<file path="src/rtl/serial_to_parallel_converter.sv">
// Purpose: collects N serial bits (valid/ready) into a parallel word held in a one-word output register.
// Latency: the word is presented right after the edge that accepts its last bit, with no extra pipeline stage.
// Backpressure: only the completing bit stalls while the output is occupied; par_ready reaches ser_ready combinationally.
module serial_to_parallel_converter #(
    parameter int N         = 4,
    parameter bit MSB_FIRST = 1'b1
) (
    input  logic         clk,
    input  logic         rstn,
    input  logic         ser_data,
    input  logic         ser_valid,
    output logic         ser_ready,
    output logic [N-1:0] par_data,
    output logic         par_valid,
    input  logic         par_ready
);

    localparam int            CW   = $clog2(N);
    localparam logic [CW-1:0] LAST = CW'(N - 1);

    typedef enum logic {
        EMPTY = 1'b0,
        HOLD  = 1'b1
    } state_t;

    state_t        state;
    state_t        state_nxt;
    logic [N-1:0]  sh;
    logic [N-1:0]  sh_ins;
    logic [CW-1:0] cnt;
    logic          last;
    logic          ser_acc;
    logic          par_acc;
    logic          word_done;

    assign last      = (cnt == LAST);
    assign par_valid = (state == HOLD);
    // The completing bit may enter only if the output slot is free or being drained this cycle.
    assign ser_ready = !par_valid || par_ready || !last;
    assign ser_acc   = ser_valid && ser_ready;
    assign par_acc   = par_valid && par_ready;
    assign word_done = ser_acc && last;

    // Shift-register value with the incoming bit applied, in the configured bit order.
    generate
        if (MSB_FIRST) begin : g_msb
            assign sh_ins = {sh[N-2:0], ser_data};
        end else begin : g_lsb
            assign sh_ins = {ser_data, sh[N-1:1]};
        end
    endgenerate

    // Shift in each accepted bit and track the position within the word.
    always_ff @(posedge clk or negedge rstn) begin
        if (!rstn) begin
            sh  <= '0;
            cnt <= '0;
        end else if (ser_acc) begin
            sh  <= sh_ins;
            cnt <= last ? '0 : cnt + CW'(1);
        end
    end

    // Load the completed word; held stable otherwise.
    always_ff @(posedge clk or negedge rstn) begin
        if (!rstn) begin
            par_data <= '0;
        end else if (word_done) begin
            par_data <= sh_ins;
        end
    end

    // Output slot state register.
    always_ff @(posedge clk or negedge rstn) begin
        if (!rstn) begin
            state <= EMPTY;
        end else begin
            state <= state_nxt;
        end
    end

    // Output slot next state: a new word wins over a simultaneous drain.
    always_comb begin
        state_nxt = state;
        case (state)
            EMPTY:   if (word_done) state_nxt = HOLD;
            HOLD:    if (par_acc && !word_done) state_nxt = EMPTY;
            default: state_nxt = EMPTY;
        endcase
    end

endmodule

</file>
<file path="config.mk">
export PLATFORM = sky130hd
export DESIGN_NAME = serial_to_parallel_converter
export DESIGN_NICKNAME = d
export VERILOG_FILES = /design/src/rtl/serial_to_parallel_converter.sv
export SDC_FILE = /design/constraint.sdc
export NUM_CORES = 1
export LEC_CHECK = 0
export BUFFER_PORTS_ARGS = -buffer_cell sky130_fd_sc_hd__buf_4
export CAP_MARGIN = 5
export CORE_AREA = 2 2 39 41
export DETAILED_ROUTE_END_ITERATION = 8
export DIE_AREA = 0 0 41 43
export PLACE_DENSITY = 0.6
export SLEW_MARGIN = 5
export SYNTH_ARGS = -nofsm -noshare
export SYNTH_HDL_FRONTEND = slang
export SYNTH_SLANG_ARGS = --single-unit
export TNS_END_PERCENT = 50
</file>
<file path="constraint.sdc">
create_clock -name clk -period 1.34 [get_ports clk]
set_clock_uncertainty 0.15 [all_clocks]
set_input_delay 0.268 -clock clk [delete_from_list [all_inputs] [get_ports clk]]
set_output_delay 0.268 -clock clk [all_outputs]
set_load 0.02 [all_outputs]
</file>
==> results of run 1 <==
==> cells in the mapped netlist <==
cell	count
nand3b_2	1
a21oi_4	1
nand2_2	2
mux2_2	8
o21ai_0	1
dfrtp_1	10
ha_1	1
inv_1	3
a21oi_1	1
a31oi_1	1
==> area by class of cell <==
cell class / count / share of cell area (%)
clock buffer: 4 / 5.50
timing repair buffer: 13 / 17.6
inverter: 3 / 1.71
tap: 16 / 3.04
sequential: 10 / 38.1
multi-input combinational: 16 / 34.0
==> worst max-delay path, stage by stage (launching register included) <==
cell and delay (ps):
dfrtp_1 410, ha_4 180, nand3b_4 100, buf_6 140
==> repair_timing <==
item	4_1_cts	5_1_grt
endpoints found under the hold margin	10	0
pin swaps	1	1
hold buffers	1	0
gates resized for setup	9	1
setup endpoints to repair	9	10
buffers inserted	2	0
==> worst max path at each step <==
stage	from	end	slack, ps	cells after the start
2_1_floorplan	cnt[0]$_DFFE_PN0P_	cnt[1]$_DFFE_PN0P_	-20	4
3_3_place_gp	cnt[0]$_DFFE_PN0P_	par_data[0]$_DFFE_PN0P_	-70	4
3_5_place_dp	cnt[0]$_DFFE_PN0P_	par_data[3]$_DFFE_PN0P_	-110	4
4_1_cts	cnt[0]$_DFFE_PN0P_	ser_ready	-180	3
5_1_grt	cnt[0]$_DFFE_PN0P_	ser_ready	-220	3
6_report	cnt[0]$_DFFE_PN0P_	ser_ready	-170	3
==> routing by layer <==
| metal | track usage (%) | routed length [um] | vias to the layer above |
|---|---|---|---|
| li1 | - | - | 134 |
| met1 | 16.7 | 371 | 142 |
| met2 | 18.4 | 449 | 14 |
| met3 | 6.28 | 54 | 2 |
| met4 | 8.00 | 12 | 0 |
| met5 | 0 | 0 | - |
==> registers in the layout (all words and copies together) (netlist names) <==
name	count
sh	3
par_data	4
par_valid	1
cnt	2
==> power by group through the flow <==
stage	combinational, W	clock (W)	sequential [W]
after floorplan	0.000256	0	0.000630
after global placement	0.000513	0	0.000539
final	0.000678	0.000261	0.000555
after detailed placement	0.000544	0	0.000553
after global routing	0.000725	0.000298	0.000577
after CTS	0.000667	0.000274	0.000553
==> cells by family after synthesis <==
group | synth area share, %
flops | 59.5
mux | 21.4
compound gates | 7.74
buf+inv | 2.68
simple gates | 5.65
fa+ha+maj | 2.98
==> per-stage QoR <==
step	cells	hold WS [ps]	power, W
5_1_grt	62	92.7	0.00160
6_report	62	104	0.00149
4_1_cts	62	72.1	0.00149
3_5_place_dp	55	-45.6	0.00110
3_3_place_gp	55	-51.0	0.00105
2_1_floorplan	29	-178	0.000886
==> key figures, run 1 <==
Flow run
  – Max_cap viols: 0

Clock tree
  – Root buffer cell: clkbuf_4
  – CTS Buf Count: 3
  – Clock transition at path regs: 60 ps
  – Maximum clock path buffer count: 2
  – CTS H-tree lvls: 1
  – Clk_lat worst skew: 260 ps
  – CTS tree: built
  – CTS Sinks: 10

STA
  – Hold Violations, Final: 0
  – Maximum clock frequency: 662 MHz
  – RSZ-0062 raised after global routing: yes
  – Worst slew margin: 84.4%
  – Setup-failing EPs final: 9
  – Setup TNS Final: -1170 ps
  – Fin crit period: 1510 ps
  – Worst Max-Slew Pin Slew: 233 ps
  – Final WS setup: -171 ps
  – Fin crit share: 113%
  – Final Max Slew Viols: 0

Worst setup path
  – Arr. time, crit path: 1090 ps
  – Reg-to-Reg Start: cnt[0]$_DFFE_PN0P_
  – Worst setup EP type: primary output
  – R2R Path End: par_data[3]$_DFFE_PN0P_
  – Crit start category: register
  – Critical Path RT: 920 ps
  – Reg2Reg Setup Slack: -140 ps
  – CP Max Fanout: 3
  – Worst setup path category: reg2out
  – R2R depth: 4

Min path
  – Worst hold endpoint: par_data[0]$_DFFE_PN0P_
  – Hold Path Class: in2reg
  – Hold depth: 2
  – Min-delay src: ser_data

Die
  – Row Count: 14
  – Die X: 41 um
  – Core area: 1380 um^2
  – Initial core utilization: 30.4%
  – Die Ht: 43 um
  – Die ar.: 1760 um^2
  – # IOs: 11

Finish
  – Register area: 251 um^2
  – Layout cell share with drive strength beyond 1: 65.2%
  – Most common cell after layout, fill and taps aside: buf_4
  – Post-layout instance area: 659 um^2
  – P&R area growth vs syn: 56.8%
  – FILL cells: 130
  – Multi-input logic area: 224 um^2
  – Nets: 53
  – Antenna diodes: 0
  – Fin util: 47.6%
  – Most frequent cells in the layout: buf_4, dfrtp_1, mux2_4

Power and ir drop
  – Switching Share: 33.4%
  – Clock power frac: 17.5%
  – Sequential Power Share: 37.1%
  – Cell internal pwr: 0.000995 W
  – Cell Pwr Density: 2270 nW/um^2
  – Cell leakage power: 0.327 nW
  – Part of the power in combinational logic: 45.4%
  – Worst vdd ir: 0.922 mV
  – Net Switching: 0.000500 W

Logic synthesis
  – Synth top area cells: dfrtp_1, mux2_2, a21oi_4, ha_1, nand2_2
  – Average cell area after synthesis: 14.5 um^2
  – Post-Syn Area: 420 um^2
  – YS warnings: 0
  – Sequential fraction of the synthesis area: 59.5%
  – Area leader, netlist: dfrtp_1
  – Syn_nets: 35
  – Synth unique cells: 10
  – Synth top area share: 59.5%
  – Synth Instances: 29
  – Yosys reg bits: 10

Global routing
  – Antenna violations before repair: 0
  – Largest net degree at the start of global routing: 11
  – Vias in the first global route: 327
  – GRT overflow: 0
  – GRT Overall Usage: 13.5%
  – First-pass GRT wire length: 1510 um

Routing
  – Post-route ant nets: 0
  – Via count: 292
  – Vias/cell: 4.71
  – Residual DRC: 0
  – Iter 0 DRT Violations: 4
  – DRT Pass-1 Iters: 4
  – DR WL/cell: 14.3 um
  – Routed WL: 887 um

Placed design
  – GPL Wtd Cong: 0.709
  – Port bufs: 10
  – DP Area: 543 um^2
  – Post-placement setup slack: -106 ps
  – Hpwl dp: 589 um

Status
  – Outcome: finished with violations
  – Failing checks: negative setup slack
Note: power is estimated with default switching activity, not from simulation.
==> run 2: changes to the inputs <==
- PLACE_DENSITY: 0.6 -> default
- PLACE_DENSITY_LB_ADDON: default -> 0.15
- SKIP_LAST_GASP: default -> 1
==> key figures, run 2 (same netlist as run 1, synthesis figures left out) <==
Finish
  – Largest regs: par_data x4, sh x3, cnt x2
  – FILL cells: 126
  – Antenna diodes: 0
  – P&R area growth vs syn: 56.8%
  – Nets: 54
  – Register area: 251 um^2
  – Layout cell share with drive strength beyond 1: 66.0%
  – Biggest register: par_data
  – Post-layout instance area: 659 um^2
  – Most frequent cells in the layout: buf_4, dfrtp_1, mux2_4
  – Multi-input logic area: 216 um^2
  – Most common cell after layout, fill and taps aside: buf_4
  – Max reg flops: 4

STA
  – Worst Max-Slew Pin Slew: 212 ps
  – Fin crit period: 1500 ps
  – Hold Violations, Final: 0
  – Worst hold slack: 62.1 ps
  – Final WS setup: -163 ps
  – Final Max Slew Viols: 0
  – Fin crit share: 112%
  – Worst slew margin: 85.8%
  – RSZ-0062 raised after global routing: yes
  – Setup-failing EPs final: 9
  – Maximum clock frequency: 665 MHz

Placed design
  – DP Area: 543 um^2
  – GPL Wtd Cong: 0.669
  – Port bufs: 10
  – Hpwl dp: 551 um

Global routing
  – Vias in the first global route: 290
  – Largest net degree at the start of global routing: 11
  – Antenna violations before repair: 0
  – GRT Overall Usage: 10.8%
  – GRT overflow: 0
  – First-pass GRT wire length: 1250 um

Clock tree
  – CTS Sinks: 10
  – Maximum clock path buffer count: 2
  – Root buffer cell: clkbuf_4
  – CTS tree: built
  – CTS Buf Count: 3
  – Clk_lat worst skew: 260 ps
  – CTS H-tree lvls: 1
  – Clock transition at path regs: 70 ps

Flow run
  – Max_cap viols: 0

Worst setup path
  – CP Cell Sequence: ha_4 -> nand3b_4 -> buf_6
  – Worst setup EP type: primary output
  – CP Max Fanout: 3
  – Crit-path leading delay family: flip-flops
  – Worst setup path category: reg2out
  – Crit start category: register
  – Reg-to-Reg Start: cnt[0]$_DFFE_PN0P_
  – Arr. time, crit path: 1080 ps
  – Critical Path Start: cnt[0]$_DFFE_PN0P_
  – Critical Path Max Stage Delay: 420 ps
  – Slowest cell on crit path: dfrtp_1
  – Critical Path RT: 920 ps
  – WP buf/inv: 1

Routing
  – DRT Pass-1 Iters: 3
  – DR WL/cell: 12.3 um
  – Post-route ant nets: 0
  – Vias/cell: 4.49
  – Via count: 283
  – Routed WL: 773 um
  – Residual DRC: 0
  – Iter 0 DRT Violations: 8

Status
  – Failing checks: negative setup slack
  – Outcome: finished with violations

Power and ir drop
  – Cell Pwr Density: 2250 nW/um^2
  – Cell leakage power: 0.324 nW
  – Worst vdd ir: 0.909 mV
  – Tot Pwr: 0.00149 W

Die
  – Die ar.: 1760 um^2
  – Initial core utilization: 30.4%
  – Core area: 1380 um^2
  – # IOs: 11
  – Die X: 41 um
  – Die Ht: 43 um
  – Row Count: 14

Min path
  – Min-delay src: par_ready
  – Hold Path Class: in2reg
[run 2: cell types whose count changed in the layout (fill, tap and decap cells not counted)]
cell    delta
buf_4      +1
mux2_4     -2
mux2_2     +2
[run 2: metal layers]
| metal | vias up | global-route usage, % | wire length (um) |
|---|---|---|---|
| li1 | 137 | - | - |
| met1 | 139 | 14.5 | 339 |
| met2 | 7 | 13.8 | 388 |
| met3 | 0 | 3.66 | 45 |
| met4 | 0 | 8.00 | 0 |
| met5 | - | 0 | 0 |
[run 2: report_power, final]
group          switching, W  internal, W
Combinational      0.000272     0.000393
Sequential         0.000112     0.000437
Clock              0.000107     0.000165
[run 2: layout make-up]
| class | instances | area share, % |
|---|---|---|
| multi-input combinational | 16 | 32.8 |
| sequential | 10 | 38.1 |
| timing repair buffer | 14 | 18.8 |
| tap | 16 | 3.04 |
| clock buffer | 4 | 5.50 |
| inverter | 3 | 1.71 |
[run 2: worst register-to-register path, stage by stage, from the launching register on]
cell	delay, ps
dfrtp_1	400
ha_4	180
nand3b_4	100
buf_12	140
nand2_8	70
mux2_2	320
[run 2: path summary, 6_finish.rpt]
check | to | slack, ps | cells past startpoint
worst min register to register | par_data[2]$_DFFE_PN0P_ | 360 | 1
worst min-delay path | par_valid$_DFF_PN0_ | 60 | 2
worst max register to register | sh[2]$_DFFE_PN0P_ | -130 | 5
min in group asynchronous | par_data[3]$_DFFE_PN0P_ | 220 | 2
max in group asynchronous | par_valid$_DFF_PN0_ | 670 | 2
worst max-delay path | ser_ready | -160 | 3
[run 2: metrics by stage]
step / cells / util (%) / TNS [ps] / setup slack [ps]
3_5_place_dp: 55 / 39.2 / -515 / -105
4_1_cts: 61 / 45.1 / -1370 / -194
3_3_place_gp: 55 / 39.2 / -293 / -73.7
5_1_grt: 63 / 47.6 / -1450 / -206
2_1_floorplan: 29 / - / -177 / -24.3
6_report: 63 / 47.6 / -962 / -163
[run 2: timing repair]
| item | 4_1_cts | 5_1_grt |
|---|---|---|
| hold buffers | 1 | 0 |
| buffers inserted | 1 | 2 |
| setup endpoints to repair | 9 | 9 |
| pin swaps | 1 | 1 |
| hold endpoints to repair | 10 | 0 |
| gates resized for setup | 4 | 4 |
